$ cat src/rtl/inst_mem_loader.sv
// rtl/inst_mem_loader.sv - byte-stream program loader into the instruction memory write port
// Optional trailing XOR checksum byte: define INST_MEM_LOADER_CHECKSUM_EN.
module inst_mem_loader #(
  parameter int INST_WIDTH   = 32,
  parameter int MAX_NUM_INST = 128
) (
  input  logic                            clk,
  input  logic                            rst_n,
  input  logic                            start,
  input  logic [$clog2(MAX_NUM_INST):0]   num_inst,
  input  logic [7:0]                      s_data,
  input  logic                            s_valid,
  output logic                            s_ready,
  output logic                            wr_en,
  output logic [$clog2(MAX_NUM_INST)-1:0] wr_addr,
  output logic [INST_WIDTH-1:0]           wr_data,
  output logic                            busy,
  output logic                            done,
  output logic                            err,
  output logic                            chk_err
);

  localparam int AW    = $clog2(MAX_NUM_INST);
  localparam int BYTES = INST_WIDTH / 8;
  localparam int BCW   = (BYTES > 1) ? $clog2(BYTES) : 1;

  localparam logic [AW:0]    MAX_CNT   = (AW+1)'(MAX_NUM_INST);
  localparam logic [AW:0]    ONE       = (AW+1)'(1);
  localparam logic [BCW-1:0] LAST_BYTE = BCW'(BYTES - 1);

`ifdef INST_MEM_LOADER_CHECKSUM_EN
  typedef enum logic [1:0] {S_IDLE = 2'd0, S_LOAD = 2'd1, S_DONE = 2'd2, S_CHECK = 2'd3} state_t;
`else
  typedef enum logic [1:0] {S_IDLE = 2'd0, S_LOAD = 2'd1, S_DONE = 2'd2} state_t;
`endif

  state_t state_q, state_d;

  logic [AW:0]           num_q;
  logic [AW:0]           word_cnt_q;
  logic [BCW-1:0]        byte_cnt_q;
  logic                  wr_en_q;
  logic [AW-1:0]         wr_addr_q;
  logic [INST_WIDTH-1:0] wr_data_q;
  logic                  err_q;
  logic                  bad_done_q;
  logic                  chk_err_q;
  logic [INST_WIDTH-1:0] word_full;
  logic                  count_ok;
  logic                  load_hs;
  logic                  last_byte;
  logic                  last_word;

  assign count_ok  = (num_inst != '0) && (num_inst <= MAX_CNT);
  assign load_hs   = (state_q == S_LOAD) && s_valid;
  assign last_byte = (byte_cnt_q == LAST_BYTE);
  assign last_word = (word_cnt_q == (num_q - ONE));

  // Assembly register holds the bytes already received for the current word.
  if (BYTES > 1) begin : g_asm
    logic [INST_WIDTH-9:0] asm_q;
    assign word_full = {asm_q, s_data};
    always_ff @(posedge clk or negedge rst_n) begin
      if (!rst_n) begin
        asm_q <= '0;
      end else if (load_hs) begin
        asm_q <= word_full[INST_WIDTH-9:0];
      end
    end
  end else begin : g_noasm
    assign word_full = s_data;
  end

  always_ff @(posedge clk or negedge rst_n) begin
    if (!rst_n) state_q <= S_IDLE;
    else        state_q <= state_d;
  end

  always_comb begin
    state_d = state_q;
    s_ready = 1'b0;
    case (state_q)
      S_IDLE: begin
        if (start && count_ok) state_d = S_LOAD;
      end
      S_LOAD: begin
        s_ready = 1'b1;
        if (s_valid && last_byte && last_word) begin
`ifdef INST_MEM_LOADER_CHECKSUM_EN
          state_d = S_CHECK;
`else
          state_d = S_DONE;
`endif
        end
      end
`ifdef INST_MEM_LOADER_CHECKSUM_EN
      S_CHECK: begin
        s_ready = 1'b1;
        if (s_valid) state_d = S_DONE;
      end
`endif
      S_DONE:  state_d = S_IDLE;
      default: state_d = S_IDLE;
    endcase
  end

`ifdef INST_MEM_LOADER_CHECKSUM_EN
  logic [7:0] xor_q;
`endif

  always_ff @(posedge clk or negedge rst_n) begin
    if (!rst_n) begin
      num_q      <= '0;
      word_cnt_q <= '0;
      byte_cnt_q <= '0;
      wr_en_q    <= 1'b0;
      wr_addr_q  <= '0;
      wr_data_q  <= '0;
      err_q      <= 1'b0;
      bad_done_q <= 1'b0;
      chk_err_q  <= 1'b0;
`ifdef INST_MEM_LOADER_CHECKSUM_EN
      xor_q      <= '0;
`endif
    end else begin
      wr_en_q    <= 1'b0;
      bad_done_q <= 1'b0;
      if ((state_q == S_IDLE) && start) begin
        if (!count_ok) begin
          err_q      <= 1'b1;
          bad_done_q <= 1'b1;
        end else begin
          num_q      <= num_inst;
          err_q      <= 1'b0;
          chk_err_q  <= 1'b0;
          byte_cnt_q <= '0;
          word_cnt_q <= '0;
`ifdef INST_MEM_LOADER_CHECKSUM_EN
          xor_q      <= '0;
`endif
        end
      end
      if (load_hs) begin
`ifdef INST_MEM_LOADER_CHECKSUM_EN
        xor_q <= xor_q ^ s_data;
`endif
        if (last_byte) begin
          byte_cnt_q <= '0;
          wr_en_q    <= 1'b1;
          wr_data_q  <= word_full;
          wr_addr_q  <= word_cnt_q[AW-1:0];
          word_cnt_q <= word_cnt_q + ONE;
        end else begin
          byte_cnt_q <= byte_cnt_q + BCW'(1);
        end
      end
`ifdef INST_MEM_LOADER_CHECKSUM_EN
      if ((state_q == S_CHECK) && s_valid && (s_data != xor_q)) begin
        chk_err_q <= 1'b1;
        err_q     <= 1'b1;
      end
`endif
    end
  end

  assign wr_en   = wr_en_q;
  assign wr_addr = wr_addr_q;
  assign wr_data = wr_data_q;
  assign busy    = (state_q != S_IDLE);
  assign done    = (state_q == S_DONE) || bad_done_q;
  assign err     = err_q;
`ifdef INST_MEM_LOADER_CHECKSUM_EN
  assign chk_err = chk_err_q;
`else
  assign chk_err = 1'b0;
`endif

endmodule

$ cat config.mk
export PLATFORM = sky130hd
export DESIGN_NAME = inst_mem_loader
export DESIGN_NICKNAME = d
export VERILOG_FILES = /design/src/rtl/inst_mem_loader.sv
export SDC_FILE = /design/constraint.sdc
export NUM_CORES = 1
export LEC_CHECK = 0
export ABC_CLOCK_PERIOD_IN_PS = 4500
export CAP_MARGIN = 20
export CELL_PAD_IN_SITES_DETAIL_PLACEMENT = 1
export CELL_PAD_IN_SITES_GLOBAL_PLACEMENT = 1
export CORE_UTILIZATION = 28
export CTS_CLUSTER_SIZE = 10
export DETAILED_ROUTE_END_ITERATION = 10
export GPL_ROUTABILITY_DRIVEN = 0
export PLACE_DENSITY = 0.67
export SLEW_MARGIN = 5
export SYNTH_ARGS = -nofsm -noshare
export SYNTH_HDL_FRONTEND = slang
export SYNTH_SLANG_ARGS = --single-unit
$ cat constraint.sdc
create_clock -name clk -period 4.5 [get_ports clk]
set_clock_uncertainty 0.1 [all_clocks]
set_input_delay 0.45 -clock clk [delete_from_list [all_inputs] [get_ports clk]]
set_output_delay 0.45 -clock clk [all_outputs]
set_load 0.05 [all_outputs]
==> flow_summary.ini <==
[cts]
cts_resized = 0
cts_tree = yes
clkSlewWorstSetupHoldPaths_ps = 60
cts_setup_buffers = 0
clock_path_buffers = 2
hold_buffers = 0
cts_made_buffers = 9
cts_sinks = 86
clk_latency_ps = 330
htreeDepth = 3
root_buffer = clkbuf_16

[power]
ir_drop_uv = 288
leakage_nw = 2.18
power_density_mw_per_mm2 = 756

[synthesis]
async_flop_share_pct = 100
synth.most_common_cell = nand2_1
synth_ff_type = dfrtp_1
synth_edf_count = 0
synth-seq-area-share_pct = 59.3
yosysUniqueCellTypes = 43
yosysTopAreaCell = dfrtp_1
yosysWarnings = 0
ys_top_cells_by_area = dfrtp_1, nand2_1, mux2_2
synth_top_area_share_pct = 59.3
syn-cell-area_mm2 = 0.00363
yosys_register_bits = 86
ys_top_cells_by_count = nand2_1, dfrtp_1, mux2_2
syn-num-nets = 369
syn_avg_cell_area_um2 = 10.5
syn_inst = 346

[worst_setup_path]
crit_arrival_ps = 1910
path_max_fanout = 5
cp_top_family = buffers and inverters
slowest_stage = clkdlybuf4s50_1
cp.required_ps = 3950
start_kind = register
crit_buf_inv = 2
cp_slowest_stage_delay_ps = 860
cp_cell_sequence = inv_1 -> nor2_1 -> clkdlybuf4s50_1
worst-setup-path-type = reg2out
end_kind = output port

[floorplan]
row_count = 41
die_h_um = 116
die_area_mm2 = 0.0134
io_pins = 65
core_mm2 = 0.0126
die_w_um = 116
initial_core_util_pct = 28.8

[route]
viasPerCell = 4.43
firstDrtPassIters = 4
post_drt_wl_per_cell_um = 14.3
vias = 2596
drc = 0
final_antenna_net_count = 0
drt_wl_total_um = 8360
detail_route.iter0.violations = 70

[job]
drv_cap = 0

[grt]
antenna_found_initial = 0
grt_use_total_pct = 14.0
grt_pass1_vias = 2900
grt-ovfl-total = 0
grt_pass1_wl_um = 14500
grt_max_degree = 45

[finish]
syn_to_final_growth_pct = 31.1
drive_gt1_share_pct = 10.9
instances_no_fill = 586
nets = 432
n_antenna_cell = 0

[timing]
slew_viol_final = 0
min_period_ps = 2460
finalSetupTns_ps = 0
period_share_pct = 54.6
finalSetupViolations = 0
hold_violations = 0
fmax_ghz = 0.407
grt_setup_unrepaired = false
tightest_slew_ps = 773
slew_headroom_pct = 48.5

[outcome]
status = finished, final reports clean

[place]
dp_hpwl_um = 5560
port_buffers = 63
place_inst = 569

[worst_hold_path]
min_path_type = in2async
-- through the flow --
| stage | power [W] | hold slack [ps] | cell area [um2] | util, % | setup WS [ps] |
|---|---|---|---|---|---|
| after global placement | 0.00282 | 348 | 4430 | 35.1 | 1790 |
| final | 0.00359 | 12.7 | 4760 | 37.7 | 2040 |
| after floorplan | 0.00234 | 54.4 | 3630 | - | 2160 |
| after detailed placement | 0.00286 | 358 | 4430 | 35.1 | 1620 |
| after global routing | 0.00383 | 51.3 | 4760 | 37.7 | 1830 |
| after CTS | 0.00364 | 30.3 | 4730 | 37.5 | 2030 |
-- registers in the layout, indices dropped and copies added (netlist names) --
name         count
bad_done_q       1
byte_cnt_q       2
err              1
g_asm.asm_q     24
num_q            8
state_q          2
word_cnt_q       8
wr_addr          7
wr_data         32
wr_en            1
-- worst register-to-register path: cells and delay by family, from the launching register on --
kind	cells	cell delay, ps
AO/OA/AOI/OAI	4	1210
flip-flops	1	480
adder cells (fa/ha/maj)	1	300
AND/OR/NAND/NOR	1	200
buffers and inverters	1	100
-- cell usage in the layout, fill, tap and decap left out, types with 5 or more instances in the layout --
cell	Yosys	final
mux2_2	19	19
nor2_1	12	12
clkbuf_16	0	9
xnor2_1	6	6
dfrtp_1	86	86
o21ai_1	5	5
nand2_1	129	129
mux2_1	11	11
clkdlybuf4s50_1	0	62
xor2_1	6	6
inv_1	7	7
-- report_power, final --
part / leakage (nW) / switching, W / internal (W)
Sequential: 1.07 / 0.000243 / 0.00108
Combinational: 0.969 / 0.000952 / 0.000570
Clock: 0.142 / 0.000306 / 0.000446
-- layout make-up --
cell class,count,area (um2)
clock buffers,11,243
clock inverters,5,58.8
fillers,1421,7860
inverters,8,30.0
multi-input cells,237,1380
flip-flops and latches,86,2150
well taps,172,215
repair buffers,67,678
-- kinds of logic after synthesis --
kind of cell | count (synthesis) | share of synthesized area [%]
simple gates | 167 | 19.7
flops | 86 | 59.3
mux | 30 | 9.31
compound gates | 23 | 4.48
buf+inv | 23 | 2.69
xor+xnor | 13 | 3.34
fa+ha+maj | 3 | 1.03
other cells | 1 | 0.103
-- path summary, 6_finish.rpt --
path	start	end	slack (ps)	cells after the start
worst max-delay path	state_q[0]$_DFFE_PN0P_	s_ready	2040	3
worst min-delay path	rst_n	wr_data[13]$_DFFE_PN0P_	10	1
worst max register to register	num_q[0]$_DFFE_PN0P_	state_q[1]$_DFFE_PN0P_	2050	7
worst min register to register	g_asm.asm_q[23]$_DFFE_PN0P_	wr_data[31]$_DFFE_PN0P_	370	2
max in group asynchronous	rst_n	g_asm.asm_q[15]$_DFFE_PN0P_	3270	2
min in group clk	g_asm.asm_q[23]$_DFFE_PN0P_	wr_data[31]$_DFFE_PN0P_	370	2
-- metal layers --
metal | GRT usage [%] | wire [um] | part of all wire (%)
met1 | 17.4 | 3780 | 45
met2 | 23.0 | 4010 | 48
met3 | 4.97 | 495 | 5.9
met4 | 3.85 | 71 | 0.85
met5 | 0 | 0 | 0
No activity file was read; power rests on OpenSTA's default activity.
